--- src/rtl/boruhatti_pkg.sv ---
// -----------------------------------------------------------------------------
// boruhatti_pkg
// Shared types and default parameter values for the pipeline controller
// (boruhatti_denetleyici) and its register scoreboard (boruhatti_skor_tablosu).
// -----------------------------------------------------------------------------
package boruhatti_pkg;

    localparam int STAGE_N_DEF      = 5;
    localparam int DEC_IDX_DEF      = 1;
    localparam int FLUSH_DEPTH_DEF  = 2;
    localparam int FLUSH_BUBBLE_DEF = 1;
    localparam int REG_N_DEF        = 32;
    localparam int PEND_W_DEF       = 2;
    localparam int REG_W_DEF        = $clog2(REG_N_DEF);

    // Architectural register index for the default register-file size.
    typedef logic [REG_W_DEF-1:0] reg_idx_t;

    // Redirect handling: idle, waiting for a downstream stall to clear,
    // or holding the flush for the remaining bubble cycles.
    typedef enum logic [1:0] {
        FL_IDLE   = 2'd0,
        FL_PEND   = 2'd1,
        FL_BUBBLE = 2'd2
    } flush_state_t;

endpackage

--- src/rtl/boruhatti_skor_tablosu.sv ---
// -----------------------------------------------------------------------------
// boruhatti_skor_tablosu
// Register scoreboard: one saturating-free in-flight write counter per
// architectural register (register 0 is never tracked), RAW hazard detection
// for the two source operands and the "rd counter saturated" indication.
//
// Ports:
//   i_clk, i_rst_n            clock, asynchronous active-low reset
//   i_issue                   decode holds an instruction that wants to issue
//   i_issue_acc               the issue is accepted this cycle
//   i_issue_wr, i_issue_rd    issuing instruction writes rd
//   i_rs1_en/i_rs1, i_rs2_en/i_rs2  source operands read by the issue
//   i_retire, i_retire_rd     writeback commits a register write
//   o_hazard                  a read source still has a write in flight
//   o_full                    the rd counter cannot take another write
// -----------------------------------------------------------------------------
module boruhatti_skor_tablosu
    import boruhatti_pkg::*;
#(
    parameter  int REG_N  = REG_N_DEF,
    parameter  int PEND_W = PEND_W_DEF,
    localparam int REG_W  = $clog2(REG_N)
) (
    input  logic             i_clk,
    input  logic             i_rst_n,
    input  logic             i_issue,
    input  logic             i_issue_acc,
    input  logic             i_issue_wr,
    input  logic [REG_W-1:0] i_issue_rd,
    input  logic             i_rs1_en,
    input  logic [REG_W-1:0] i_rs1,
    input  logic             i_rs2_en,
    input  logic [REG_W-1:0] i_rs2,
    input  logic             i_retire,
    input  logic [REG_W-1:0] i_retire_rd,
    output logic             o_hazard,
    output logic             o_full
);

    logic [PEND_W-1:0] w_cnt [REG_N];
    logic [PEND_W-1:0] w_cnt_rs1;
    logic [PEND_W-1:0] w_cnt_rs2;
    logic [PEND_W-1:0] w_cnt_rd;
    logic              w_rs1_busy;
    logic              w_rs2_busy;

    // Register 0 is hard-wired, so it never shows as busy.
    assign w_cnt[0] = '0;

    for (genvar r = 1; r < REG_N; r++) begin : g_cnt
        logic [PEND_W-1:0] r_cnt;
        logic              w_inc;
        logic              w_dec;

        assign w_inc = i_issue_acc & i_issue_wr & (i_issue_rd == REG_W'(r));
        // A retire against an empty counter is a no-op rather than a wrap.
        assign w_dec = i_retire & (i_retire_rd == REG_W'(r)) & (r_cnt != '0);

        // NOTE: these counters look like a small memory but must be reset:
        // a stale non-zero count after reset would stall issue forever.
        // Sequential state is always written with <= so every flop samples
        // the pre-edge value of its neighbours.
        always_ff @(posedge i_clk or negedge i_rst_n) begin
            if (!i_rst_n) begin
                r_cnt <= '0;
            end else if (w_inc && !w_dec) begin
                r_cnt <= r_cnt + PEND_W'(1);
            end else if (w_dec && !w_inc) begin
                r_cnt <= r_cnt - PEND_W'(1);
            end
        end

        assign w_cnt[r] = r_cnt;
    end

    assign w_cnt_rs1 = w_cnt[i_rs1];
    assign w_cnt_rs2 = w_cnt[i_rs2];
    assign w_cnt_rd  = w_cnt[i_issue_rd];

    // The last outstanding write retiring this cycle is forwarded through the
    // register file, so it no longer counts as busy.
    assign w_rs1_busy = (i_rs1 != '0) && (w_cnt_rs1 != '0) &&
                        !(i_retire && (i_retire_rd == i_rs1) && (w_cnt_rs1 == PEND_W'(1)));
    assign w_rs2_busy = (i_rs2 != '0) && (w_cnt_rs2 != '0) &&
                        !(i_retire && (i_retire_rd == i_rs2) && (w_cnt_rs2 == PEND_W'(1)));

    assign o_hazard = i_issue & ((i_rs1_en & w_rs1_busy) | (i_rs2_en & w_rs2_busy));

    // A same-cycle retire to rd frees a slot, so the issue may proceed.
    assign o_full = i_issue & i_issue_wr & (i_issue_rd != '0) & (&w_cnt_rd) &
                    !(i_retire && (i_retire_rd == i_issue_rd));

endmodule

--- src/rtl/boruhatti_denetleyici.sv ---
// -----------------------------------------------------------------------------
// boruhatti_denetleyici
// Stall/flush controller for an N-stage in-order pipeline with a register
// scoreboard at the issue (decode) boundary and deferred multi-cycle flushes.
//
// Ports:
//   clk_i, rst_i              clock, asynchronous active-low reset
//   stall_req_i[STAGE_N]      per-stage stall requests
//   flush_req_i               redirect request
//   issue_*                   issuing instruction (rd write, rs1/rs2 reads)
//   retire_i, retire_rd_i     writeback commit
//   stall_o, flush_o          per-stage hold / bubble-load
//   issue_ready_o             issue accepted this cycle
//   hazard_o, sb_full_o       RAW hazard / rd counter saturated
//   stall_cyc_o, flush_cnt_o  performance counters
//
// Build option: BORUHATTI_SAYAC_EN builds the two 32-bit performance
// counters; without it both ports read 0 and no counter flops exist.
// -----------------------------------------------------------------------------
module boruhatti_denetleyici
    import boruhatti_pkg::*;
#(
    parameter  int STAGE_N      = STAGE_N_DEF,
    parameter  int DEC_IDX      = DEC_IDX_DEF,
    parameter  int FLUSH_DEPTH  = FLUSH_DEPTH_DEF,
    parameter  int FLUSH_BUBBLE = FLUSH_BUBBLE_DEF,
    parameter  int REG_N        = REG_N_DEF,
    parameter  int PEND_W       = PEND_W_DEF,
    localparam int REG_W        = $clog2(REG_N)
) (
    input  logic               clk_i,
    input  logic               rst_i,
    input  logic [STAGE_N-1:0] stall_req_i,
    input  logic               flush_req_i,
    input  logic               issue_i,
    input  logic               issue_wr_i,
    input  logic [REG_W-1:0]   issue_rd_i,
    input  logic               issue_rs1_en_i,
    input  logic               issue_rs2_en_i,
    input  logic [REG_W-1:0]   issue_rs1_i,
    input  logic [REG_W-1:0]   issue_rs2_i,
    input  logic               retire_i,
    input  logic [REG_W-1:0]   retire_rd_i,
    output logic [STAGE_N-1:0] stall_o,
    output logic [STAGE_N-1:0] flush_o,
    output logic               issue_ready_o,
    output logic               hazard_o,
    output logic               sb_full_o,
    output logic [31:0]        stall_cyc_o,
    output logic [31:0]        flush_cnt_o
);

    localparam int                 BUB_W      = (FLUSH_BUBBLE > 1) ? $clog2(FLUSH_BUBBLE) : 1;
    localparam logic [BUB_W-1:0]   BUB_RELOAD = BUB_W'(FLUSH_BUBBLE - 1);

    flush_state_t       r_state;
    flush_state_t       w_state_nxt;
    logic [BUB_W-1:0]   r_bub;
    logic [BUB_W-1:0]   w_bub_nxt;
    logic               w_flush_apply;
    logic               w_flush_act;
    logic               w_blocked;
    logic [STAGE_N-1:0] w_stall_chain;
    logic [STAGE_N-1:0] w_flush;
    logic               w_hazard;
    logic               w_full;
    logic               w_issue_acc;

    assign w_issue_acc = issue_i & issue_ready_o;

    boruhatti_skor_tablosu #(
        .REG_N  (REG_N),
        .PEND_W (PEND_W)
    ) u_skor (
        .i_clk       (clk_i),
        .i_rst_n     (rst_i),
        .i_issue     (issue_i),
        .i_issue_acc (w_issue_acc),
        .i_issue_wr  (issue_wr_i),
        .i_issue_rd  (issue_rd_i),
        .i_rs1_en    (issue_rs1_en_i),
        .i_rs1       (issue_rs1_i),
        .i_rs2_en    (issue_rs2_en_i),
        .i_rs2       (issue_rs2_i),
        .i_retire    (retire_i),
        .i_retire_rd (retire_rd_i),
        .o_hazard    (w_hazard),
        .o_full      (w_full)
    );

    // A stall request holds its own stage and everything upstream of it.
    // Scoreboard stalls hold decode and fetch only. Any downstream stall at
    // or past the flushed region blocks a redirect.
    // NOTE: blocking assignments are correct in always_comb; every output is
    // given a default first so no latch is inferred.
    always_comb begin : p_stall
        logic v_acc;
        v_acc         = 1'b0;
        w_stall_chain = '0;
        w_blocked     = 1'b0;
        for (int i = STAGE_N - 1; i >= 0; i--) begin
            v_acc            = v_acc | stall_req_i[i];
            w_stall_chain[i] = v_acc;
            if (i <= DEC_IDX) begin
                w_stall_chain[i] = v_acc | w_hazard | w_full;
            end
            if (i >= FLUSH_DEPTH) begin
                w_blocked = w_blocked | stall_req_i[i];
            end
        end
    end

    always_comb begin : p_fsm
        w_state_nxt   = r_state;
        w_bub_nxt     = r_bub;
        w_flush_apply = 1'b0;
        w_flush_act   = 1'b0;
        unique case (r_state)
            FL_IDLE: begin
                if (flush_req_i) begin
                    if (w_blocked) begin
                        w_state_nxt = FL_PEND;
                    end else begin
                        w_flush_apply = 1'b1;
                    end
                end
            end
            FL_PEND: begin
                if (!w_blocked) begin
                    w_flush_apply = 1'b1;
                end
            end
            FL_BUBBLE: begin
                w_flush_act = 1'b1;
                if (flush_req_i) begin
                    w_bub_nxt = BUB_RELOAD;
                end else if (r_bub <= BUB_W'(1)) begin
                    w_bub_nxt   = '0;
                    w_state_nxt = FL_IDLE;
                end else begin
                    w_bub_nxt = r_bub - BUB_W'(1);
                end
            end
            default: w_state_nxt = FL_IDLE;
        endcase

        // First flush cycle is combinational; the rest come from FL_BUBBLE.
        if (w_flush_apply) begin
            w_flush_act = 1'b1;
            if (FLUSH_BUBBLE > 1) begin
                w_state_nxt = FL_BUBBLE;
                w_bub_nxt   = BUB_RELOAD;
            end else begin
                w_state_nxt = FL_IDLE;
            end
        end
    end

    always_comb begin : p_flush_mask
        w_flush = '0;
        for (int i = 0; i < FLUSH_DEPTH; i++) begin
            w_flush[i] = w_flush_act;
        end
    end

    always_ff @(posedge clk_i or negedge rst_i) begin
        if (!rst_i) begin
            r_state <= FL_IDLE;
            r_bub   <= '0;
        end else begin
            r_state <= w_state_nxt;
            r_bub   <= w_bub_nxt;
        end
    end

    // Outputs are forced low while reset is held. A flushed stage loads a
    // bubble, so its hold is dropped.
    assign flush_o       = rst_i ? w_flush : '0;
    assign stall_o       = rst_i ? (w_stall_chain & ~w_flush) : '0;
    assign hazard_o      = rst_i & w_hazard;
    assign sb_full_o     = rst_i & w_full;
    assign issue_ready_o = rst_i & !stall_o[DEC_IDX] & !flush_o[DEC_IDX];

`ifdef BORUHATTI_SAYAC_EN
    logic [31:0] r_stall_cyc;
    logic [31:0] r_flush_cnt;

    always_ff @(posedge clk_i or negedge rst_i) begin
        if (!rst_i) begin
            r_stall_cyc <= '0;
            r_flush_cnt <= '0;
        end else begin
            if (stall_o[DEC_IDX]) begin
                r_stall_cyc <= r_stall_cyc + 32'd1;
            end
            if (w_flush_apply) begin
                r_flush_cnt <= r_flush_cnt + 32'd1;
            end
        end
    end

    assign stall_cyc_o = r_stall_cyc;
    assign flush_cnt_o = r_flush_cnt;
`else
    assign stall_cyc_o = '0;
    assign flush_cnt_o = '0;
`endif

endmodule

--- config.mk ---
export PLATFORM = sky130hd
export DESIGN_NAME = boruhatti_denetleyici
export DESIGN_NICKNAME = d
export VERILOG_FILES = /design/src/rtl/boruhatti_pkg.sv /design/src/rtl/boruhatti_skor_tablosu.sv /design/src/rtl/boruhatti_denetleyici.sv
export SDC_FILE = /design/constraint.sdc
export NUM_CORES = 1
export LEC_CHECK = 0
export ABC_AREA = 1
export ABC_CLOCK_PERIOD_IN_PS = 4900
export BUFFER_PORTS_ARGS = -buffer_cell sky130_fd_sc_hd__buf_2
export CAP_MARGIN = 20
export CORE_MARGIN = 2
export CORE_UTILIZATION = 55
export DETAILED_ROUTE_END_ITERATION = 10
export MAX_ROUTING_LAYER = met4
export PLACE_DENSITY = 0.78
export SLEW_MARGIN = 20
export SYNTH_ARGS = -nofsm -noshare
export SYNTH_HDL_FRONTEND = slang
export SYNTH_SLANG_ARGS = --single-unit
export TNS_END_PERCENT = 30
--- constraint.sdc ---
create_clock -name clk_i -period 4.9 [get_ports clk_i]
set_clock_uncertainty 0.05 [all_clocks]
set_input_delay 1.47 -clock clk_i [delete_from_list [all_inputs] [get_ports clk_i]]
set_output_delay 1.47 -clock clk_i [all_outputs]
set_load 0.01 [all_outputs]
* Yosys cells after proc, flatten, opt, wreduce, memory -nomap -nowiden *
Cells that the tools add are included.

operators by class
  add/subtract/negate cells = 63
  $lt $le $gt $ge = 4
  equal/unequal tests = 74
  muxes and demuxes = 86
  bitwise gates (word level) = 120
  reduce and logical (&&, ||, !) cells = 208

operator list
  kind                                                                   count
  5-bit equality test, second input constant                             32
  2-bit 2-to-1 mux                                                       74
  2-bit nonzero test                                                     64
  1-bit AND                                                              106
  5-bit by 4-bit equality test with 1-bit output, second input constant  16
  1-bit logical AND                                                      71
  1-bit logical NOT                                                      67
  2-bit by 1-bit adder with 2-bit output, second input constant          31
  2-bit by 1-bit subtractor with 2-bit output, second input constant     31
  5-bit by 3-bit equality test with 1-bit output, second input constant  8
  2-bit binary-select mux with 5-bit select                              3
  5-bit by 2-bit equality test with 1-bit output, second input constant  4
  6-bit greater-or-equal comparator, second input constant               3
  5-bit inverter with 6-bit output                                       3
  5-bit equality test                                                    3
  5-bit nonzero test                                                     3
  3-bit inequality test, second input constant                           4
  5-bit by 1-bit equality test with 1-bit output, second input constant  2
  1-bit bitwise OR                                                       9
  2-bit by 1-bit equality test with 1-bit output, second input constant  3
  1-bit 2-to-1 mux                                                       6
  2-bit case mux with 3 select lines                                     1
  5-bit AND                                                              1
  5-bit 2-to-1 mux                                                       1
  9 further kinds                                                        9

storage, ports and cells
  flip-flop bits (word level) = 65
  input bits = 33

* Depth between registers and ports, before layout *
  depth after elaboration = 25
  mapped depth = 25

* By module *
From an unflattened synthesis, not the netlist that was laid out.

unflattened totals
  cell total of the unflattened synthesis = 910
  area, all modules = 6261.0 µm²

modules (own cells, without submodules)
  module                  times used  cells each  area each (µm²)
  boruhatti_skor_tablosu  1           809         5575.3
  boruhatti_denetleyici   1           101         685.7

* Worst setup path after synthesis *
Ideal clock, no wire load.

  path type = input port to output port
  start = in issue_rs2_i[0]
  end = out stall_o[0]
  data arrival time = 2.852 ns
  data required time = 3.380 ns
  slack = 0.528 ns
  stages on the path = 17
  path through = buf_4 -> inv_2 -> buf_4 -> buf_6 -> nand2_1 -> nand3_1 -> nand3_1 -> nand3_1 -> nand3_1 -> nand2_1 -> inv_1 -> nand2_1 -> nand2_1 -> nand2_1 -> nand2_1 -> nand2_1 -> o21a_1

on the way
  cells in the longest elaborated chain, start to end = 15
  elaborated cells between the ends (all ways) = 20

ends and longest elaborated chain
  element                                                 line                          RTL
  start: declaration                                      boruhatti_denetleyici.sv:41   input logic [REG_W-1:0] issue_rs2_i,
  5-bit inverter with 6-bit output (implied by the code)  boruhatti_skor_tablosu.sv:77  assign w_cnt_rs2 = w_cnt[i_rs2];
  2-bit binary-select mux with 5-bit select               boruhatti_skor_tablosu.sv:77
  2-bit 2-to-1 mux (implied by the code) (2 in series)    boruhatti_skor_tablosu.sv:77
  2-bit by 1-bit equality test with 1-bit output          boruhatti_skor_tablosu.sv:85  !(i_retire && (i_retire_rd == i_rs2) && (w_cnt_rs2 == PEND_W'(1)));
  1-bit logical AND                                       boruhatti_skor_tablosu.sv:85
  1-bit logical NOT                                       boruhatti_skor_tablosu.sv:85
  1-bit logical AND *                                     boruhatti_skor_tablosu.sv:84  assign w_rs2_busy = (i_rs2 != '0) && (w_cnt_rs2 != '0) &&
  1-bit AND *                                             boruhatti_skor_tablosu.sv:87  assign o_hazard = i_issue & ((i_rs1_en & w_rs1_busy) | (i_rs2_en & w_rs2_busy));
  1-bit bitwise OR *                                      boruhatti_skor_tablosu.sv:87
  1-bit AND *                                             boruhatti_skor_tablosu.sv:87
  1-bit bitwise OR * (2 in series)                        boruhatti_denetleyici.sv:105  w_stall_chain[i] = v_acc | w_hazard | w_full;
  5-bit AND *                                             boruhatti_denetleyici.sv:179  assign stall_o = rst_i ? (w_stall_chain & ~w_flush) : '0;
  5-bit 2-to-1 mux *                                      boruhatti_denetleyici.sv:179
  end: declaration                                        boruhatti_denetleyici.sv:44   output logic [STAGE_N-1:0] stall_o,

Mark *: on every way between the ends. The rest lies on a longest branch, timed or not. The select of a mux whose other input is x is not followed.

* Worst setup path in the final report *
  start = in issue_rs1_i[0]
  end = out stall_o[0]

on the way
  cells in the longest elaborated chain, start to end = 15
  elaborated cells between the ends (all ways) = 20

ends and longest elaborated chain
  element                                                 line                          RTL
  start: declaration                                      boruhatti_denetleyici.sv:40   input logic [REG_W-1:0] issue_rs1_i,
  5-bit inverter with 6-bit output (implied by the code)  boruhatti_skor_tablosu.sv:76  assign w_cnt_rs1 = w_cnt[i_rs1];
  2-bit binary-select mux with 5-bit select               boruhatti_skor_tablosu.sv:76
  2-bit 2-to-1 mux (implied by the code) (2 in series)    boruhatti_skor_tablosu.sv:76
  2-bit by 1-bit equality test with 1-bit output          boruhatti_skor_tablosu.sv:83  !(i_retire && (i_retire_rd == i_rs1) && (w_cnt_rs1 == PEND_W'(1)));
  1-bit logical AND                                       boruhatti_skor_tablosu.sv:83
  1-bit logical NOT                                       boruhatti_skor_tablosu.sv:83
  1-bit logical AND *                                     boruhatti_skor_tablosu.sv:82  assign w_rs1_busy = (i_rs1 != '0) && (w_cnt_rs1 != '0) &&
  1-bit AND *                                             boruhatti_skor_tablosu.sv:87
  1-bit bitwise OR *                                      boruhatti_skor_tablosu.sv:87
  1-bit AND *                                             boruhatti_skor_tablosu.sv:87
  1-bit bitwise OR * (2 in series)                        boruhatti_denetleyici.sv:105
  5-bit AND *                                             boruhatti_denetleyici.sv:179
  5-bit 2-to-1 mux *                                      boruhatti_denetleyici.sv:179

Marks and branches as above.

==> impl_metrics.tcl <==
set metrics [dict create \
    synth.distinct_cells 32 \
    tns_ns 0 \
    cts.clk_slew.worst_paths_ns 0.06 \
    cts_tree "yes" \
    synth_ff_type "dfrtp_1" \
    critPathArrivalTime_ns 3.18 \
    slew_headroom_pct 49.9 \
    slew_viol_final 0 \
    reg2regPathDepth 17 \
    start_util_pct 56.7 \
    avgSynthCellArea_sq_um 6.82 \
    hp-start "u_skor.g_cnt[19].r_cnt[0]" \
    core_area_sq_um 11500 \
    grt-ovfl-total 0 \
    synth-seq-cells 63 \
    fin_util_pct 61.4 \
    clock.fmax_mhz 213 \
    netlist_area_sq_um 6530 \
    antenna_cells 0 \
    timing_worst_setup_path_type "primary input to output pin" \
    slowest_delay_ns 0.19 \
    synth_most_common_cell "nand2_1" \
    nFillCells 1159 \
    synth_cells 958 \
    ios 110 \
    grt_antenna_before_repair 0 \
    crit_slowest_cell "buf_4" \
    finalSetupViolCount 0 \
    critPathTopFamily "simple AND/OR/NAND/NOR gates" \
    gp_congestion 1.05 \
    post_cts_buffers 0 \
    drt_iter0_markers 663 \
    grt_pass1_wl_um 32300 \
    clock_path_buffers 2 \
    worstPathRequired_ns 3.38 \
    end_kind "output pin" \
    clk_latency_ns 0.35 \
    ff2ff_setup_slack_ns 2.03 \
    cts_resized 0 \
    dieHeight_um 113 \
    fp-row-count 39 \
    cp_common_cell "nand2_1" \
    dr_total_vias 6513 \
    portBuffers 42 \
    violations "design-rule violations" \
    min_period_ns 4.70 \
    path_cells "buf_2, inv_2, buf_4, nand2_1, nand2_1, nand2_1, nand2_1, nand2_1, nand2_1, inv_1, nand2_1, nand2_1, nand2_1, nand2_1, nand2_1, nand2_1, nand2_1, nand2_2, nand2_1, o21a_1, buf_2" \
    hp-class "flip-flop to flip-flop" \
    rsz0062_at_grt "no" \
    yosysTopAreaCell "dfrtp_1" \
    crit_fanout 12 \
    ys_seq_area_share_pct 24.1 \
    async_flop_share_pct 100 \
    crit_start "issue_rs1_i[0]" \
    synth_edf_count 0 \
    die_x_um 113 \
    whs_ns 0.447 \
    drt-pass1-iter-count 9 \
    wirelength_um 20400 \
    synth_top_area_share_pct 24.1 \
    whs_path_depth 1 \
    numClockSinks 63 \
    p_per_area_nw_per_um2 390 \
    areaGrowthSynthToFinish_pct 8.26 \
    gr-usage-all-layers_pct 34.0 \
    hold_viol 0 \
    drc 6 \
    grt_max_degree 50 \
    critical_path.startpoint_type "primary input" \
    status "complete, but fails checks" \
    ir_worst_vdd_uv 313 \
    h-tree-depth 3 \
    period_share_pct 96.0 \
    worst_pin_slew_ns 0.749 \
    drive_gt1_share_pct 13.5 \
    synth_common_cells "nand2_1, inv_1, buf_4, nand3_1, dfrtp_1" \
    hpwl_um 15900 \
    cts_made_buffers 9 \
    nets 1077 \
    maxCapViolCount 0 \
    die_area_sq_um 12800 \
    grt_pass1_vias 6081 \
    r2r-end "u_skor.g_cnt[21].r_cnt[1]" \
    drtAntennaViolNets 0 \
    cts_hold_buf 0 \
    wl_per_cell_um 17.6 \
    r2r-start "u_skor.g_cnt[23].r_cnt[0]" \
    yosysWarningCount 0 \
    power.leakage_nw 3.52 \
    ys_top_cells_by_area "dfrtp_1, nand2_1, buf_4" \
    hold_path_end "u_skor.g_cnt[19].r_cnt[0]" \
    cts_root_buf "clkbuf_16" \
    vias_per_cell 5.61 \
    critPathBufInv 5 \
]
state kept, by name, indices dropped and copies added, names as in the netlist:
signal and flops:
r_state 1, u_skor.g_cnt.r_cnt 62
final cells by class:
cell class                      instances  area, sq um  area share [%]
Clock buffer                           13          250            3.54
Clock inverter                          3         42.5           0.602
Inverter                              108          405            5.73
Multi-Input combinational cell        751         4080            57.7
Sequential cell                        63         1580            22.3
Tap cell                              143          179            2.53
Timing Repair Buffer                   80          537            7.59
cells in the final DEF (no fill, tap or decap), types with 36 or more instances in the layout:
master	netlist	routed
a21oi_1	51	51
buf_2	14	42
conb_1	1	67
dfrtp_1	63	63
inv_1	103	103
nand2_1	257	256
nand3_1	71	71
nor2_1	53	53
o21ai_0	48	48
xnor2_1	36	36
power breakdown:
group,internal (mW),total (mW),switching (mW)
Combinational,0.366,1.05,0.687
Sequential,0.759,1.06,0.304
Clock,0.407,0.645,0.238
Total,1.53,2.76,1.23
layer usage:
metal  vias to the layer above  track usage (%)  share of wire [%]
li1                       3097                -                  -
met1                      3008             43.7                 41
met2                       341             52.2                 45
met3                        67             6.48                9.0
met4                         0             15.1                4.6
met5                         -                -                  0
worst max-delay path by stage:
stage	end	slack, ns	cells after the start
after floorplan	stall_o[0]	0.53	17
after global placement	stall_o[0]	0.19	20
after detailed placement	stall_o[0]	0.18	18
after CTS	stall_o[0]	0.18	18
after global routing	stall_o[0]	0.01	20
final	stall_o[0]	0.20	21
stage by stage:
stage               cells  setup slack [ns]  power (mW)  instance area (sq um)
floorplan            1024             0.528        1.76                   6780
global placement     1145             0.191        2.07                   6770
detailed placement   1145             0.185        2.08                   6770
CTS                  1161             0.177        2.74                   7070
global route         1161            0.0129        2.95                   7070
finish               1161             0.196        2.76                   7070
cells by family (layout without fill, tap and decap cells):
logic type,after synthesis,count (layout),synth area share (%)
xor+xnor,65,65,8.71
flops,63,63,24.1
compound gates,159,159,14.2
fa+ha+maj,31,31,5.94
other cells,1,67,0.0574
simple gates,429,429,29.7
buf+inv,210,204,17.2
Power figures use the tool's default switching activity.
